<file path="config.mk">
export PLATFORM = sky130hd
export DESIGN_NAME = wb_rr_arbiter_flat
export DESIGN_NICKNAME = d
export VERILOG_FILES = /design/src/rtl/wb_rr_arbiter_if.sv /design/src/rtl/wb_rr_arbiter.sv /design/src/flat_wrapper.sv
export SDC_FILE = /design/constraint.sdc
export NUM_CORES = 1
export LEC_CHECK = 0
export ABC_AREA = 1
export BUFFER_PORTS_ARGS = -buffer_cell sky130_fd_sc_hd__buf_2
export CORE_AREA = 2 2 150 152
export CTS_BUF_LIST = sky130_fd_sc_hd__clkbuf_8
export DETAILED_ROUTE_END_ITERATION = 6
export DIE_AREA = 0 0 152 154
export GPL_TIMING_DRIVEN = 0
export PLACE_DENSITY_LB_ADDON = 0.12
export SYNTH_ARGS = -nofsm -noshare
export SYNTH_HDL_FRONTEND = slang
export SYNTH_SLANG_ARGS = --single-unit
</file>
<file path="constraint.sdc">
create_clock -name wb_clk_i -period 1.6 [get_ports wb_clk_i]
set_clock_uncertainty 0.1 [all_clocks]
set_input_delay 0.48 -clock wb_clk_i [delete_from_list [all_inputs] [get_ports wb_clk_i]]
set_output_delay 0.48 -clock wb_clk_i [all_outputs]
set_load 0.02 [all_outputs]
</file>
<file path="src/rtl/wb_rr_arbiter_if.sv">
// Wishbone bundle seen by wb_rr_arbiter.
// Purpose : groups the master-side request/response vectors, the shared-slave
//           request/response signals and the grant vector into one interface.
//           The _i/_o suffixes are from the arbiter's point of view.
// Modports: slave  - the arbiter (it receives the masters' requests)
//           master - the environment: the requesting masters plus the shared slave
interface wb_rr_arbiter_if #(
  parameter int NUM_MASTERS = 3,
  parameter int AW          = 32,
  parameter int DW          = 32
);
  // master side
  logic [NUM_MASTERS*AW-1:0] wbm_adr_i;
  logic [NUM_MASTERS*DW-1:0] wbm_dat_i;
  logic [NUM_MASTERS*4-1:0]  wbm_sel_i;
  logic [NUM_MASTERS-1:0]    wbm_we_i;
  logic [NUM_MASTERS-1:0]    wbm_cyc_i;
  logic [NUM_MASTERS-1:0]    wbm_stb_i;
  logic [NUM_MASTERS*3-1:0]  wbm_cti_i;
  logic [NUM_MASTERS*2-1:0]  wbm_bte_i;
  logic [DW-1:0]             wbm_dat_o;
  logic [NUM_MASTERS-1:0]    wbm_ack_o;
  logic [NUM_MASTERS-1:0]    wbm_err_o;
  logic [NUM_MASTERS-1:0]    wbm_rty_o;
  // shared slave side
  logic [AW-1:0]             wbs_adr_o;
  logic [DW-1:0]             wbs_dat_o;
  logic [3:0]                wbs_sel_o;
  logic                      wbs_we_o;
  logic                      wbs_cyc_o;
  logic                      wbs_stb_o;
  logic [2:0]                wbs_cti_o;
  logic [1:0]                wbs_bte_o;
  logic [DW-1:0]             wbs_dat_i;
  logic                      wbs_ack_i;
  logic                      wbs_err_i;
  logic                      wbs_rty_i;
  // status
  logic [NUM_MASTERS-1:0]    grant_o;

  modport slave (
    input  wbm_adr_i, wbm_dat_i, wbm_sel_i, wbm_we_i, wbm_cyc_i, wbm_stb_i,
           wbm_cti_i, wbm_bte_i, wbs_dat_i, wbs_ack_i, wbs_err_i, wbs_rty_i,
    output wbm_dat_o, wbm_ack_o, wbm_err_o, wbm_rty_o,
           wbs_adr_o, wbs_dat_o, wbs_sel_o, wbs_we_o, wbs_cyc_o, wbs_stb_o,
           wbs_cti_o, wbs_bte_o, grant_o
  );

  modport master (
    output wbm_adr_i, wbm_dat_i, wbm_sel_i, wbm_we_i, wbm_cyc_i, wbm_stb_i,
           wbm_cti_i, wbm_bte_i, wbs_dat_i, wbs_ack_i, wbs_err_i, wbs_rty_i,
    input  wbm_dat_o, wbm_ack_o, wbm_err_o, wbm_rty_o,
           wbs_adr_o, wbs_dat_o, wbs_sel_o, wbs_we_o, wbs_cyc_o, wbs_stb_o,
           wbs_cti_o, wbs_bte_o, grant_o
  );
endinterface

</file>
<file path="src/rtl/wb_rr_arbiter.sv">
// wb_rr_arbiter - round-robin Wishbone B3 arbiter sharing one slave between
// NUM_MASTERS masters. A grant is held for the whole bus cycle (cyc high), so
// bursts are never split. A per-access watchdog answers hung accesses with err.
// Ports:
//   wb_clk_i - clock
//   wb_rst_i - synchronous active-high reset
//   bus      - wb_rr_arbiter_if.slave: master requests in, per-master
//              ack/err/rty and broadcast read data out, shared slave request
//              out and response in, one-hot grant_o out (0 when idle)
module wb_rr_arbiter #(
  parameter int NUM_MASTERS = 3,
  parameter int AW          = 32,
  parameter int DW          = 32,
  parameter int TIMEOUT     = 255
) (
  input  logic              wb_clk_i,
  input  logic              wb_rst_i,
  wb_rr_arbiter_if.slave    bus
);
  localparam int IW = $clog2(NUM_MASTERS);

  typedef enum logic {IDLE, BUSY} state_t;

  state_t                 r_state, w_state_nxt;
  logic [NUM_MASTERS-1:0] r_grant, w_grant_nxt;
  logic [IW-1:0]          r_last,  w_last_nxt;
  logic [IW-1:0]          r_gidx,  w_gidx_nxt;
  logic [7:0]             r_wdog,  w_wdog_nxt;

  logic                   w_req_found;
  logic [IW-1:0]          w_req_idx;
  logic                   w_cyc, w_stb, w_we, w_resp, w_to_raw, w_to_err;
  logic [AW-1:0]          w_adr;
  logic [DW-1:0]          w_dat;
  logic [3:0]             w_sel;
  logic [2:0]             w_cti;
  logic [1:0]             w_bte;

  // Rotating priority: scan last+1, last+2, ... and take the first requester.
  always_comb begin
    int idx;
    idx         = 0;
    w_req_found = 1'b0;
    w_req_idx   = '0;
    for (int k = 1; k <= NUM_MASTERS; k++) begin
      idx = (int'(r_last) + k) % NUM_MASTERS;
      if (!w_req_found && bus.wbm_cyc_i[idx]) begin
        w_req_found = 1'b1;
        w_req_idx   = IW'(idx);
      end
    end
  end

  // AND-OR mux of the granted master; r_grant==0 when idle, so all slave
  // request fields fall to 0 with no extra gating.
  always_comb begin
    w_adr = '0;
    w_dat = '0;
    w_sel = '0;
    w_cti = '0;
    w_bte = '0;
    for (int m = 0; m < NUM_MASTERS; m++) begin
      w_adr |= bus.wbm_adr_i[m*AW +: AW] & {AW{r_grant[m]}};
      w_dat |= bus.wbm_dat_i[m*DW +: DW] & {DW{r_grant[m]}};
      w_sel |= bus.wbm_sel_i[m*4 +: 4]   & {4{r_grant[m]}};
      w_cti |= bus.wbm_cti_i[m*3 +: 3]   & {3{r_grant[m]}};
      w_bte |= bus.wbm_bte_i[m*2 +: 2]   & {2{r_grant[m]}};
    end
  end

  assign w_cyc  = |(r_grant & bus.wbm_cyc_i);
  assign w_stb  = |(r_grant & bus.wbm_stb_i);
  assign w_we   = |(r_grant & bus.wbm_we_i);
  assign w_resp = bus.wbs_ack_i | bus.wbs_err_i | bus.wbs_rty_i;

  // The stb mask uses the raw timeout (independent of the slave response) so
  // there is no loop stb_o -> slave -> ack_i -> stb_o. The err to the master
  // is suppressed when the slave answers in that same cycle.
  assign w_to_raw = (TIMEOUT != 0) && (r_state == BUSY) && w_stb &&
                    (r_wdog == 8'(TIMEOUT));
  assign w_to_err = w_to_raw && !w_resp;

  always_comb begin
    w_wdog_nxt = r_wdog + 8'd1;
    if (r_state != BUSY || !w_stb || w_resp || w_to_raw)
      w_wdog_nxt = '0;
  end

  always_comb begin
    w_state_nxt = r_state;
    w_grant_nxt = r_grant;
    w_last_nxt  = r_last;
    w_gidx_nxt  = r_gidx;
    case (r_state)
      IDLE: if (w_req_found) begin
        w_grant_nxt = NUM_MASTERS'(1) << w_req_idx;
        w_gidx_nxt  = w_req_idx;
        w_state_nxt = BUSY;
      end
      BUSY: if (!w_cyc) begin
        // owner goes to the back of the queue
        w_grant_nxt = '0;
        w_last_nxt  = r_gidx;
        w_state_nxt = IDLE;
      end
      default: w_state_nxt = IDLE;
    endcase
  end

  always_ff @(posedge wb_clk_i) begin
    if (wb_rst_i) begin
      r_state <= IDLE;
      r_grant <= '0;
      r_last  <= IW'(NUM_MASTERS - 1);
      r_gidx  <= '0;
      r_wdog  <= '0;
    end else begin
      r_state <= w_state_nxt;
      r_grant <= w_grant_nxt;
      r_last  <= w_last_nxt;
      r_gidx  <= w_gidx_nxt;
      r_wdog  <= w_wdog_nxt;
    end
  end

  assign bus.wbs_adr_o = w_adr;
  assign bus.wbs_dat_o = w_dat;
  assign bus.wbs_sel_o = w_sel;
  assign bus.wbs_we_o  = w_we;
  assign bus.wbs_cyc_o = w_cyc;
  assign bus.wbs_stb_o = w_stb & ~w_to_raw;
  assign bus.wbs_cti_o = w_cti;
  assign bus.wbs_bte_o = w_bte;

  assign bus.wbm_dat_o = bus.wbs_dat_i;
  assign bus.wbm_ack_o = r_grant & {NUM_MASTERS{bus.wbs_ack_i}};
  assign bus.wbm_err_o = r_grant & {NUM_MASTERS{bus.wbs_err_i | w_to_err}};
  assign bus.wbm_rty_o = r_grant & {NUM_MASTERS{bus.wbs_rty_i}};
  assign bus.grant_o   = r_grant;
endmodule

</file>
<file path="src/flat_wrapper.sv">
// flat-port wrapper written by rule: the top's interface ports become plain ports
module wb_rr_arbiter_flat 
#(
  parameter int NUM_MASTERS = 3,
  parameter int AW          = 32,
  parameter int DW          = 32,
  parameter int TIMEOUT     = 255
)
  (wb_clk_i, wb_rst_i, bus_wbm_adr_i, bus_wbm_dat_i, bus_wbm_sel_i, bus_wbm_we_i, bus_wbm_cyc_i, bus_wbm_stb_i, bus_wbm_cti_i, bus_wbm_bte_i, bus_wbs_dat_i, bus_wbs_ack_i, bus_wbs_err_i, bus_wbs_rty_i, bus_wbm_dat_o, bus_wbm_ack_o, bus_wbm_err_o, bus_wbm_rty_o, bus_wbs_adr_o, bus_wbs_dat_o, bus_wbs_sel_o, bus_wbs_we_o, bus_wbs_cyc_o, bus_wbs_stb_o, bus_wbs_cti_o, bus_wbs_bte_o, bus_grant_o);
  wb_rr_arbiter_if #(.NUM_MASTERS(NUM_MASTERS), .AW(AW), .DW(DW)) bus_i ();
  input  logic wb_clk_i;
  input  logic wb_rst_i;
  input wire logic [$bits(bus_i.wbm_adr_i)-1:0] bus_wbm_adr_i;
  input wire logic [$bits(bus_i.wbm_dat_i)-1:0] bus_wbm_dat_i;
  input wire logic [$bits(bus_i.wbm_sel_i)-1:0] bus_wbm_sel_i;
  input wire logic [$bits(bus_i.wbm_we_i)-1:0] bus_wbm_we_i;
  input wire logic [$bits(bus_i.wbm_cyc_i)-1:0] bus_wbm_cyc_i;
  input wire logic [$bits(bus_i.wbm_stb_i)-1:0] bus_wbm_stb_i;
  input wire logic [$bits(bus_i.wbm_cti_i)-1:0] bus_wbm_cti_i;
  input wire logic [$bits(bus_i.wbm_bte_i)-1:0] bus_wbm_bte_i;
  input wire logic [$bits(bus_i.wbs_dat_i)-1:0] bus_wbs_dat_i;
  input wire logic [$bits(bus_i.wbs_ack_i)-1:0] bus_wbs_ack_i;
  input wire logic [$bits(bus_i.wbs_err_i)-1:0] bus_wbs_err_i;
  input wire logic [$bits(bus_i.wbs_rty_i)-1:0] bus_wbs_rty_i;
  output wire logic [$bits(bus_i.wbm_dat_o)-1:0] bus_wbm_dat_o;
  output wire logic [$bits(bus_i.wbm_ack_o)-1:0] bus_wbm_ack_o;
  output wire logic [$bits(bus_i.wbm_err_o)-1:0] bus_wbm_err_o;
  output wire logic [$bits(bus_i.wbm_rty_o)-1:0] bus_wbm_rty_o;
  output wire logic [$bits(bus_i.wbs_adr_o)-1:0] bus_wbs_adr_o;
  output wire logic [$bits(bus_i.wbs_dat_o)-1:0] bus_wbs_dat_o;
  output wire logic [$bits(bus_i.wbs_sel_o)-1:0] bus_wbs_sel_o;
  output wire logic [$bits(bus_i.wbs_we_o)-1:0] bus_wbs_we_o;
  output wire logic [$bits(bus_i.wbs_cyc_o)-1:0] bus_wbs_cyc_o;
  output wire logic [$bits(bus_i.wbs_stb_o)-1:0] bus_wbs_stb_o;
  output wire logic [$bits(bus_i.wbs_cti_o)-1:0] bus_wbs_cti_o;
  output wire logic [$bits(bus_i.wbs_bte_o)-1:0] bus_wbs_bte_o;
  output wire logic [$bits(bus_i.grant_o)-1:0] bus_grant_o;
  assign bus_i.wbm_adr_i = bus_wbm_adr_i;
  assign bus_i.wbm_dat_i = bus_wbm_dat_i;
  assign bus_i.wbm_sel_i = bus_wbm_sel_i;
  assign bus_i.wbm_we_i = bus_wbm_we_i;
  assign bus_i.wbm_cyc_i = bus_wbm_cyc_i;
  assign bus_i.wbm_stb_i = bus_wbm_stb_i;
  assign bus_i.wbm_cti_i = bus_wbm_cti_i;
  assign bus_i.wbm_bte_i = bus_wbm_bte_i;
  assign bus_i.wbs_dat_i = bus_wbs_dat_i;
  assign bus_i.wbs_ack_i = bus_wbs_ack_i;
  assign bus_i.wbs_err_i = bus_wbs_err_i;
  assign bus_i.wbs_rty_i = bus_wbs_rty_i;
  assign bus_wbm_dat_o = bus_i.wbm_dat_o;
  assign bus_wbm_ack_o = bus_i.wbm_ack_o;
  assign bus_wbm_err_o = bus_i.wbm_err_o;
  assign bus_wbm_rty_o = bus_i.wbm_rty_o;
  assign bus_wbs_adr_o = bus_i.wbs_adr_o;
  assign bus_wbs_dat_o = bus_i.wbs_dat_o;
  assign bus_wbs_sel_o = bus_i.wbs_sel_o;
  assign bus_wbs_we_o = bus_i.wbs_we_o;
  assign bus_wbs_cyc_o = bus_i.wbs_cyc_o;
  assign bus_wbs_stb_o = bus_i.wbs_stb_o;
  assign bus_wbs_cti_o = bus_i.wbs_cti_o;
  assign bus_wbs_bte_o = bus_i.wbs_bte_o;
  assign bus_grant_o = bus_i.grant_o;
  wb_rr_arbiter #(.NUM_MASTERS(NUM_MASTERS), .AW(AW), .DW(DW), .TIMEOUT(TIMEOUT)) u_core (.wb_clk_i(wb_clk_i), .wb_rst_i(wb_rst_i), .bus(bus_i));
endmodule
</file>
* Word level (Yosys, flattened, before mapping)
Cells that the tools add are included.
** Word-level totals
- Output and inout bits :: 120
- Word-level logic and storage cells :: 97
- Input port bits :: 265
- Register bits after elaboration :: 16
** Operators by class
- $lt $le $gt $ge :: 3
- Shift-type cells :: 1
- Reductions and logical operators :: 19
- Div/mod/pow operators :: 3
- Bitwise logic cells :: 38
- Eq/ne operators :: 3
- Muxes and demuxes :: 21
- $add $sub $neg :: 4
** Operator list (number)
- 32-bit bitwise AND :: 6
- 32-bit OR :: 4
- 32-bit by 4-bit less-than comparator with 1-bit output, second input constant :: 3
- 32-bit by 3-bit remainder unit with 32-bit output, second input constant :: 3
- 3-bit bitwise AND :: 9
- 4-bit bitwise AND :: 3
- 1-bit 2-to-1 mux :: 11
- 3-bit OR reduction :: 3
- 8-bit by 1-bit adder with 8-bit output, second input constant :: 1
- 8-bit equality test, second input constant :: 1
- 4-bit OR :: 2
- 2-bit by 2-bit adder with 3-bit output, second input constant :: 2
- 2-bit bitwise AND :: 3
- 1-bit binary-select mux with 2-bit select :: 3
- 2-bit 2-to-1 mux :: 3
- 3-bit 2-to-1 mux :: 2
- 3-bit OR :: 2
- 3-bit one-hot mux with 2 select lines :: 1
- 2-bit AND reduction :: 3
- 1-bit logical AND :: 5
- 1-bit logical NOT :: 4
- 2-bit OR :: 2
- 2-bit by 1-bit adder with 3-bit output, second input constant :: 1
- 1-bit logical OR :: 3
- 8 further kinds :: 12

* Depth between registers and ports, before layout
- Word-level depth :: 15
- Depth in mapped cells :: 12
- Gate-level depth less buffers :: 12

* Worst setup path after synthesis
Ideal clock, no wire load.
- Path kind :: register to output
- Start point :: register u_core.r_grant[0], in the netlist u_core.bus.grant_o[0]
- End point :: output bus_wbm_err_o[0]
- Arrival time :: 1432 ps
- Setup slack :: -412 ps
- Cell stages (with the launch flop) :: 6
- Path through :: dfxtp_1 buf_2 buf_2 clkbuf_1 inv_1 nor2_1
** On the way
- Longest elaborated chain between the ends :: 7
** Ends and longest elaborated chain
- start, declared :: RTL line wb_rr_arbiter.sv:25 : logic [NUM_MASTERS-1:0] r_grant, w_grant_nxt;
- start signal, assigned :: RTL line wb_rr_arbiter.sv:119 : r_grant <= w_grant_nxt;
- 3-bit bitwise AND :: RTL line wb_rr_arbiter.sv:72 : assign w_stb = |(r_grant & bus.wbm_stb_i);
- 3-bit OR reduction :: RTL line wb_rr_arbiter.sv:72
- 1-bit logical AND (2 in a row) :: RTL line wb_rr_arbiter.sv:79 : assign w_to_raw = (TIMEOUT != 0) && (r_state == BUSY) && w_stb &&
- 1-bit logical AND :: RTL line wb_rr_arbiter.sv:81 : assign w_to_err = w_to_raw && !w_resp;
- 1-bit OR :: RTL line wb_rr_arbiter.sv:137 : assign bus.wbm_err_o = r_grant & {NUM_MASTERS{bus.wbs_err_i | w_to_err}};
- 3-bit bitwise AND (*) :: RTL line wb_rr_arbiter.sv:137
- end, declared :: RTL line flat_wrapper.sv:27 : output wire logic [$bits(bus_i.wbm_err_o)-1:0] bus_wbm_err_o;
Mark *: on every way between the ends. The rest lies on a longest branch, timed or not.

* Final worst setup path
- Start point :: register u_core.r_grant[0], in the netlist u_core.bus.grant_o[0]
- End point :: output bus_wbs_stb_o
** On the way
- Longest elaborated chain between the ends :: 6
** Ends and longest elaborated chain
- 3-bit bitwise AND (*) :: RTL line wb_rr_arbiter.sv:72
- 3-bit OR reduction (*) :: RTL line wb_rr_arbiter.sv:72
- 1-bit logical AND (2 in a row) :: RTL line wb_rr_arbiter.sv:79
- 1-bit NOT :: RTL line wb_rr_arbiter.sv:131 : assign bus.wbs_stb_o = w_stb & ~w_to_raw;
- 1-bit bitwise AND (*) :: RTL line wb_rr_arbiter.sv:131
- end, declared :: RTL line flat_wrapper.sv:34 : output wire logic [$bits(bus_i.wbs_stb_o)-1:0] bus_wbs_stb_o;
Marks and branches as above.

==> impl_metrics.toml <==
[outcome]
status = "finished, violations left"
failed_checks = "setup timing"

[critical_path]
crit_top_cell = "buf_4"
rrSetupSlack_ns = -0.13
crit_type = "flip-flop to output port"
critPathCaptureType = "output port"
cp-start-kind = "flip-flop"
reg2regPathDepth = 11
max_stage_delay_ns = 0.36
required_ns = 1.02
r2r-end = "u_core.bus.grant_o[0]"
crit_end = "bus_wbs_stb_o"
reg2reg_from = "u_core.r_last[0]"
arrival_ns = 1.52
worstPathMaxFanout = 6
path_cells = "buf_12 -> nand2_4 -> nand3_2 -> nand2_2 -> nor3_4 -> buf_4 -> a31oi_2 -> buf_4"
cp_slowest_cell = "dfxtp_4"
cp-startpoint = "u_core.bus.grant_o[0]"

[power_and_ir_drop]
p_int_uw = 5200
p_total_uw = 9950
clkPwrFrac_pct = 3.7
p_sw_share_pct = 47.7
p_sw_uw = 4750
pwr_density_cell_nw_per_um2 = 1310
ir_drop_mv = 0.575
pwr-share-seq_pct = 5.9
power_frac_comb_pct = 90.4
p_leak_uw = 0.00437

[logic_synthesis]
yosys_warnings = 0
ys_seq_area_share_pct = 12.6
synth-seq-cells = 16
synth_top_area_share_pct = 37.7
avgSynthCellArea_um2 = 5.03
syn_inst = 504
yosysUniqueCellTypes = 27
yosys.area.top_type = "nand2_1"
syn_nets = 773
synth_area_leaders = "nand2_1, nand3_1, dfxtp_1"
syn-cell-area_um2 = 2540

[grt]
grt_pass1_wl_um = 27500
grt.total_usage_pct = 14.6
grt_pass1_vias = 4692
grt_max_degree = 11
antenna_found_initial = 1
grt.overflow.total = 0

[floorplan]
coreArea_um2 = 21700
die_y_um = 154
die_x_um = 152
die_area_um2 = 23400
std_cell_rows = 54
num_io_pins = 385
start_util_pct = 11.7

[placed_design]
placed_area_um2 = 4940
port_buffers = 351
place.gp.congestion = 0.803
dpl.hpwl_um = 14000

[timing]
maxSlewViolCount = 0
fmax_mhz = 477
slew_headroom_pct = 67.2
worstMarginPinSlew_ns = 0.492
setup_ws_ns = -0.496
hold_viol_final = 0
finalCritPeriodShare_pct = 131
rsz0062_at_grt = "yes"
fin_crit_ns = 2.10
final.setup.tns_ns = -32.46
setup_violations = 91

[cts]
cts_buffer_depth = 2
cts_hold_buf = 0
cts-root-buf = "clkbuf_8"
path_clk_slew_ns = 0.06
cts_tree = "yes"
htreeDepth = 1
clock_sinks = 16
numCtsBuffers = 3
insertion_delay_ns = 0.25

[flow_run]
cap_violations = 0

[detailed_routing]
routed_wl_um = 18500
post_drt_via_cell_ratio = 3.99
drt-wirelength-per-cell_um = 15.5
ant_nets = 0
first_pass_iters = 4
vias = 4764
drc = 0
drtIter0Drc = 245

[finish]
layout_common_cells = "buf_2, nand2_1, nand2_2, buf_6, nand3_2"
layout-drive-gt1-share_pct = 82.0
final_common_cell = "buf_2"
antenna_cells = 0
final_nets = 1185
fillCellCount = 2338
final_area_um2 = 7610
syn2layout_area_growth_pct = 200

[min_path]
hold_path.class = "flip-flop to flip-flop"
[cell type report]
cell class / instances / area, um2 / share of cell area (%)
multi-input combinational: 401 / 2960 / 38.9
buffer: 57 / 699 / 9.19
clock buffer: 4 / 55.1 / 0.723
inverter: 26 / 106 / 1.40
timing repair buffer: 411 / 3100 / 40.8
tap: 280 / 350 / 4.60
sequential: 16 / 337 / 4.42
[per-layer routing]
metal / vias up / wire length (um) / part of all wire, % / GRT usage, %
li1: 2390 / - / - / -
met1: 2180 / 7300 / 39 / 17.3
met2: 170 / 10000 / 54 / 28.2
met3: 22 / 829 / 4.5 / 1.94
met4: 2 / 303 / 1.6 / 2.63
met5: - / 13 / 0.070 / 0
[registers in the layout, summed over array words and instances, names as in the netlist]
register            cells
u_core.r_state          1
u_core.r_wdog           8
u_core.r_gidx           2
u_core.r_last           2
u_core.bus.grant_o      3
[cell families (layout without fill, tap and decap cells)]
group | Yosys count | after routing | synth area share (%)
fa+ha+maj | 4 | 4 | 1.97
simple gates | 372 | 372 | 60.8
xor+xnor | 3 | 3 | 1.04
compound gates | 22 | 22 | 5.18
flops | 16 | 16 | 12.6
buf+inv | 87 | 498 | 18.4
[repair_timing]
| item | 4_1_cts | 5_1_grt |
|---|---|---|
| gates cloned | 15 | 2 |
| hold endpoints to repair | 0 | 0 |
| gates resized for setup | 472 | 103 |
| pin swaps | 64 | 15 |
| endpoints found under the setup margin | 100 | 101 |
| buffers inserted | 36 | 10 |
[power groups by stage]
stage / registers (uW) / logic (uW) / clock network, uW
2_1_floorplan: 572 / 3350 / 0
3_3_place_gp: 560 / 5260 / 0
3_5_place_dp: 560 / 5230 / 0
4_1_cts: 569 / 8600 / 380
5_1_grt: 599 / 9530 / 399
6_report: 584 / 8990 / 369
[critical path, delay by kind of cell (launching register included)]
| kind | cells | cell delay (ns) |
|---|---|---|
| buffers and inverters | 3 | 0.45 |
| AND/OR/NAND/NOR | 4 | 0.29 |
| AO/OA/AOI/OAI | 1 | 0.17 |
| flip-flops | 1 | 0.36 |
[how the worst min path moves through the flow]
stage,endpoint,startpoint,slack (ns),depth (start not counted)
floorplan,u_core.r_wdog[0],u_core.r_wdog[0],0.30,1
global placement,u_core.r_wdog[0],u_core.r_wdog[0],0.31,1
detailed placement,u_core.r_wdog[0],u_core.r_wdog[0],0.31,1
CTS,u_core.r_gidx[0],u_core.r_gidx[0],0.36,2
global route,u_core.r_gidx[0],u_core.r_gidx[0],0.42,2
finish,u_core.r_gidx[0],u_core.r_gidx[0],0.39,2
[per-stage QoR]
step / cells / setup WS, ns / util [%] / hold slack [ns]
finish: 1195 / -0.496 / 35.1 / 0.387
global placement: 1135 / -0.468 / 22.8 / 0.310
global route: 1195 / -0.579 / 35.1 / 0.416
floorplan: 504 / -0.153 / - / 0.295
detailed placement: 1135 / -0.462 / 22.8 / 0.311
CTS: 1188 / -0.536 / 33.4 / 0.365
[cell usage after synthesis (all sizes together)]
cell type and count:
nor2 20, a31oi 2, xnor2 1, ha 4, nand2 259, dfxtp 16, o211ai 1, inv 26
nand3 85, a21oi 11, buf 44, nor3 4, nand4 3, xor2 2, clkbuf 17, o21ai 8
nand3b 1
(Power assumes the default switching activity.)
